### src/rtl/serializer_block.sv
// rtl/serializer_block.sv - parallel-to-serial stage emitting an N-word bundle one word per handshake
//
// Purpose:
//   Accepts one N_SAMPLES-word bundle per recv handshake, holds it in an
//   internal register and emits it on the send side one word per handshake,
//   word 0 (LSBs of recv_msg) first. Outputs are combinational from the
//   state, word counter and bundle register.
//
// Configuration macro:
//   SERIALIZER_BACK_TO_BACK_EN - when defined, a new bundle may be accepted
//   in the same cycle the last word of the current bundle is handed off, so
//   bundles stream with no idle cycle between them. When undefined, the
//   block returns to IDLE for one cycle between bundles.
//
// Ports:
//   clk       in   clock, all state updates on the rising edge
//   reset     in   synchronous active-high reset
//   recv_msg  in   parallel bundle, word i = recv_msg[i*BIT_WIDTH +: BIT_WIDTH]
//   recv_val  in   upstream bundle valid
//   recv_rdy  out  block can accept a bundle
//   send_msg  out  current serial word
//   send_val  out  send_msg valid
//   send_rdy  in   downstream accepts the word

module serializer_block #(
  parameter int BIT_WIDTH = 32,
  parameter int N_SAMPLES = 8
) (
  input  logic                           clk,
  input  logic                           reset,
  input  logic [BIT_WIDTH*N_SAMPLES-1:0] recv_msg,
  input  logic                           recv_val,
  output logic                           recv_rdy,
  output logic [BIT_WIDTH-1:0]           send_msg,
  output logic                           send_val,
  input  logic                           send_rdy
);

  localparam int CW = $clog2(N_SAMPLES);

  localparam logic [0:0] ST_IDLE = 1'b0;
  localparam logic [0:0] ST_SEND = 1'b1;

  logic [0:0]           state_q, state_d;
  logic [CW-1:0]        count_q, count_d;
  logic [BIT_WIDTH-1:0] bundle_q [N_SAMPLES];

  logic last_word;
  logic load_bundle;
  logic recv_fire;
  logic send_fire;

  assign last_word = (count_q == CW'(N_SAMPLES - 1));

  // Output decode; everything is forced low while reset is held so the
  // neighbours never see a handshake against stale pre-reset state.
  always_comb begin
    recv_rdy = 1'b0;
    send_val = 1'b0;
    send_msg = '0;
    if (!reset) begin
      case (state_q)
        ST_IDLE: recv_rdy = 1'b1;
        ST_SEND: begin
          send_val = 1'b1;
          send_msg = bundle_q[count_q];
`ifdef SERIALIZER_BACK_TO_BACK_EN
          // Only open the input when the final word is leaving this cycle,
          // which makes recv_rdy combinationally follow send_rdy.
          recv_rdy = send_rdy && last_word;
`endif
        end
        default: ;
      endcase
    end
  end

  assign recv_fire = recv_val && recv_rdy;
  assign send_fire = send_val && send_rdy;

  always_comb begin
    state_d     = state_q;
    count_d     = count_q;
    load_bundle = 1'b0;
    case (state_q)
      ST_IDLE: begin
        if (recv_fire) begin
          load_bundle = 1'b1;
          count_d     = '0;
          state_d     = ST_SEND;
        end
      end
      ST_SEND: begin
        if (send_fire) begin
          if (last_word) begin
            count_d = '0;
            state_d = ST_IDLE;
            // A bundle arriving alongside the last word keeps us in SEND.
            if (recv_fire) begin
              load_bundle = 1'b1;
              state_d     = ST_SEND;
            end
          end else begin
            count_d = count_q + CW'(1);
          end
        end
      end
      default: begin
        state_d = ST_IDLE;
        count_d = '0;
      end
    endcase
  end

  always_ff @(posedge clk) begin
    if (reset) begin
      state_q <= ST_IDLE;
      count_q <= '0;
      for (int i = 0; i < N_SAMPLES; i++) begin
        bundle_q[i] <= '0;
      end
    end else begin
      state_q <= state_d;
      count_q <= count_d;
      if (load_bundle) begin
        for (int i = 0; i < N_SAMPLES; i++) begin
          bundle_q[i] <= recv_msg[i*BIT_WIDTH +: BIT_WIDTH];
        end
      end
    end
  end

endmodule

### config.mk
export PLATFORM = sky130hd
export DESIGN_NAME = serializer_block
export DESIGN_NICKNAME = d
export VERILOG_FILES = /design/src/rtl/serializer_block.sv
export SDC_FILE = /design/constraint.sdc
export NUM_CORES = 1
export LEC_CHECK = 0
export CELL_PAD_IN_SITES_DETAIL_PLACEMENT = 1
export CELL_PAD_IN_SITES_GLOBAL_PLACEMENT = 1
export CORE_ASPECT_RATIO = 1.5
export CORE_MARGIN = 8
export CORE_UTILIZATION = 40
export DETAILED_ROUTE_END_ITERATION = 10
export MAX_ROUTING_LAYER = met4
export PLACE_DENSITY = 0.76
export SLEW_MARGIN = 10
export SYNTH_ARGS = -nofsm -noshare
export SYNTH_HDL_FRONTEND = slang
export SYNTH_SLANG_ARGS = --single-unit
### constraint.sdc
create_clock -name clk -period 5.6 [get_ports clk]
set_input_delay 0.56 -clock clk [delete_from_list [all_inputs] [get_ports clk]]
set_output_delay 0.56 -clock clk [all_outputs]
set_load 0.02 [all_outputs]
# Word-level counts from Yosys, hierarchy flattened
# Memory sizes are Yosys's and may differ from the RTL's. A register that Yosys moved wholly into a read port is not among the register bits.
# Index checks and enable logic that the tools add are counted.
[word_totals]
mem_count = 1
inputBits = 260
regBits = 4
word_cells = 51
output_inout_bits = 34
ram_bits = 256
[memory_table]
columns = ["memory", "depth", "word_bits", "rd", "rd_clocked_by_memory_dff", "write_ports", "line", "source"]
rows = [
  ["bundle_q", 8, 32, 1, 1, 8, "46", "logic [BIT_WIDTH-1:0] bundle_q [N_SAMPLES];"],
]
[classes]
n_addsub = 1
eq_ne = 3
mux = 32
n_reduce_logical = 3
n_bitwise = 9
[op_table]
columns = ["cell", "n"]
rows = [
  ["32-bit two-way mux", 10],
  ["3-bit two-way mux", 5],
  ["1-bit two-way mux", 14],
  ["1-bit OR", 8],
  ["3-bit case mux with 2 select lines", 1],
  ["1-bit case mux with 2 select lines", 2],
  ["3-bit by 1-bit adder with 3-bit output, second input constant", 1],
  ["3-bit equality test, second input constant", 1],
  ["1-bit logical AND", 2],
  ["2-bit by 1-bit != test with 1-bit output, second input constant", 1],
  ["2-bit != test, second input constant", 1],
  ["2-bit AND reduction", 1],
  ["1-bit inverter", 1],
]

# Longest topological paths before layout
[logic_depth]
depth_word = 11
depth_mapped = 6
ltp_nobuf = 5

# Least setup slack after synthesis
# OpenSTA, ideal clock, no wires.
[synth_path]
kind = "input port to flip-flop"
start = "input reset"
end = "memory bundle_q[0][0], enable pin"
path_slack_ns = 0.716
setup_ns = 0.511
t_required_ns = 5.089
n_path_buf = 3
stages = 4
t_arrival_ns = 4.373
cell_sequence = "buf_6 -> clkbuf_1 -> clkbuf_1 -> or2_2"
[synth_lines]
columns = ["element", "line", "source"]
rows = [
  ["from (decl)", "30", "input logic reset,"],
  ["to (decl)", "46", ""],
]

# Final worst setup path
[layout_path]
start = "register state_q"
end = "output send_msg[7]"
[layout_via]
elab_chain_cells = 2
[layout_lines]
columns = ["element", "line", "source"]
rows = [
  ["from (decl)", "44", "logic [0:0] state_q, state_d;"],
  ["from (signal assigned)", "123", "state_q <= state_d;"],
  ["32-bit two-way mux", "62", "case (state_q)"],
  ["32-bit two-way mux", "61", "if (!reset) begin"],
  ["to (decl)", "34", "output logic [BIT_WIDTH-1:0] send_msg,"],
]
# No other way between the ends.

==> key figures <==
Floorplan
  – Die W: 158 µm
  – Std-Cell Rows: 77
  – Die area: 36000 µm²
  – I/O pins: 294
  – Starting Density: 40.6%
  – Core Region: 29600 µm²
  – Die Y: 228 µm

Drt
  – Detailed-route DRC error count: 0
  – Final wirelength: 38.3 mm
  – 1st-iter DRT viols: 366
  – Vias per Instance: 5.33
  – DR pass1 iterations: 4
  – Via count of the routed design: 8094
  – Post-DR wirelength/cell: 25.2 µm
  – Antenna-violating nets left: 0

Clocking
  – Cts hold-fix bufs: 0
  – Root buf cell: clkbuf_16
  – H-tree Lvls: 1
  – Clock Tree Buf Depth: 3
  – Clock-pin slew on the worst setup and hold paths: 0.06 ns
  – CTS tree: yes
  – Clock Latency Late Sink: 0.52 ns
  – Resized Gates After CTS: 0
  – Clock buffer count from CTS: 26
  – Sink Count: 263
  – Post-CTS setup buffer count: 0

Setup path
  – CP Capture Type: output pin
  – FF-to-FF Start: state_q
  – Setup CP Type: flip-flop to output pin
  – Worst R2R Setup Slack: 2.91 ns
  – Crit. Startpoint: state_q
  – Top fanout value on the critical path: 22
  – Worst Path Arrival: 3.40 ns
  – RR Endpoint: bundle_q[1][7]
  – R2R depth: 4
  – Critical path startpoint category: flip-flop
  – Worst setup path endpoint: send_msg[7]
  – Data required time at the worst endpoint: 5.04 ns

Synth
  – Post-Synth XOR/XNOR Area: 0%
  – FF+latch count, synth: 263
  – Synth cell types: 22
  – Number of synthesized flops with an enable pin: 256
  – Asr flop ratio synth: 0%
  – Mean Syn Cell Area: 14.3 µm²
  – Largest family of logic cells by synthesized area: simple AND/OR/NAND/NOR gates
  – Post-synthesis mux area share: 10.7%
  – Synth warnings: 0
  – Sequential fraction of the synthesis area: 65.1%
  – Post-synthesis cell count: 843
  – Most instantiated library cell after synthesis: edfxtp_1
  – Largest cells by area after synthesis: edfxtp_1 (64%), mux2i_1 (11%), and3_1 (10%)
  – Commonest cells post-synth: edfxtp_1 (256), and3_1 (192), mux2i_1 (129), nor2b_1 (65), clkbuf_1 (52)
  – Cell taking the most area after synthesis: edfxtp_1
  – Compound-gate portion of the synthesized area: 5.17%
  – Syn_nets: 1105
  – Adder-cell share of the synthesized area: 0.208%
  – Synth Area in Simple Gates: 15.7%
  – Synth Cell Area: 12000 µm²
  – Post-synth top area share: 64.0%
  – Prevailing post-synth register cell: edfxtp_1

Pwr
  – Sequential Power Share: 52.7%
  – P_int: 3.48 mW
  – Switching share of power: 22.7%
  – Total chip power: 4.51 mW
  – Clk pwr share: 35.6%
  – Pleak: 6.07 nW
  – Logic gate share of total power: 11.7%
  – VDD IR-drop max: 0.254 mV
  – Power Dens Cells: 281 nW/µm²
  – Switch Pwr: 1.02 mW

Placed design
  – Place WS: 2.08 ns
  – Placed Area: 15200 µm²
  – Post-DP HPWL: 26.9 mm
  – Placed cells: 1465
  – Final Wtd Congestion: 0.856
  – Port buffer count: 293

Final layout
  – Fraction of layout cells with a size suffix above 1: 8.06%
  – Fin nets: 1360
  – Layout area overhead: 33.3%
  – Final core utilization: 54.2%
  – Final Non-Filler Cells: 1520
  – Design area: 16000 µm²

Run status
  – Status: completed

STA
  – Crit share post-route: 70.8%
  – Max Clock Freq: 252 MHz
  – Pins Over Slew Limit: 0
  – Worst slew pin tran: 1.04 ns
  – Clock Skews: 0.0109 ns
  – Setup Viol. Count Final: 0
  – Slew HR: 30.7%
  – Tmin final: 3.96 ns
  – Endpoints failing hold: 0
  – Final TNS setup: 0 ns
  – Unrepaired setup endpoints after global routing: false
  – Setup WS post-layout: 1.64 ns
  – Hold slack: 0.459 ns

GRT
  – First-pass GRT wire length: 55.1 mm
  – Largest net degree at the start of global routing: 123
  – GR Overflow Total: 0
  – Gr usage total: 21.3%
  – Number of global-route vias before repair: 8936
  – Initial antenna violation count: 8

Flow run
  – MaxCap Viol Count: 0

Min path
  – HP Class: input port to flip-flop
## worst min-delay path by stage
| stage | from | endpoint | slack, ns | depth (start not counted) |
|---|---|---|---|---|
| after floorplan | count_q[1] | flip-flop | 0.48 | 2 |
| after global placement | count_q[1] | flip-flop | 0.52 | 2 |
| after detailed placement | count_q[1] | flip-flop | 0.56 | 2 |
| after CTS | reset | bundle_q[6][4] | 0.43 | 2 |
| after global routing | reset | bundle_q[6][4] | 0.46 | 2 |
| final | reset | bundle_q[6][4] | 0.46 | 2 |
## flip-flops by register name, summed over array words and instances, names as in the netlist, named ones only
register  cells
bundle_q    256
count_q       3
state_q       1
## power by group through the flow
stage          Clock (mW)  Combinational [mW]  Sequential (mW)
2_1_floorplan           0               0.242             2.41
3_3_place_gp            0               0.520             2.41
3_5_place_dp            0               0.531             2.42
4_1_cts              1.64               0.533             2.38
5_1_grt              1.71               0.561             2.39
6_report             1.60               0.526             2.38
## routing by layer
metal / part of all wire, % / track usage [%]
met1: 33 / 19.7
met2: 58 / 41.6
met3: 5.4 / 3.82
met4: 3.3 / 8.18
met5: 0 / -
## layout by cell type, fill, tap and decap left out, types with 3 or more instances in the layout
cell	instances
buf_4	13
dfxtp_1	6
clkbuf_1	6
and3_1	192
edfxtp_1	256
diode_2	9
clkinv_2	6
clkbuf_16	27
mux2i_1	129
nor2_1	4
a32oi_1	3
or2_1	30
nor2b_1	65
clkdlybuf4s50_1	291
o22ai_2	30
o22ai_1	34
clkinv_1	4
## worst max-delay path, cell delays in order (launching register included)
cell and delay, ns:
dfxtp_1 0.62, nand4b_1 0.61, buf_4 0.47, o22ai_1 0.38
or2_1 0.17, clkdlybuf4s50_1 0.60
## layout make-up
cell class / instances / area [µm²]
Sequential cell: 263 / 7830
Multi-Input combinational cell: 500 / 3850
Timing Repair Buffer: 307 / 3060
Clock inverter: 13 / 68.8
Fill cell: 2929 / 13600
Clock buffer: 33 / 698
Tap cell: 395 / 494
Antenna cell: 9 / 22.5
## cell families (layout without fill, tap and decap cells)
family,Yosys count,after routing
mux,129,129
simple gates,301,301
other cells,0,9
compound gates,68,68
buf+inv,80,353
flops,263,263
fa+ha+maj,2,2
Note: power is estimated with default switching activity, not from simulation.
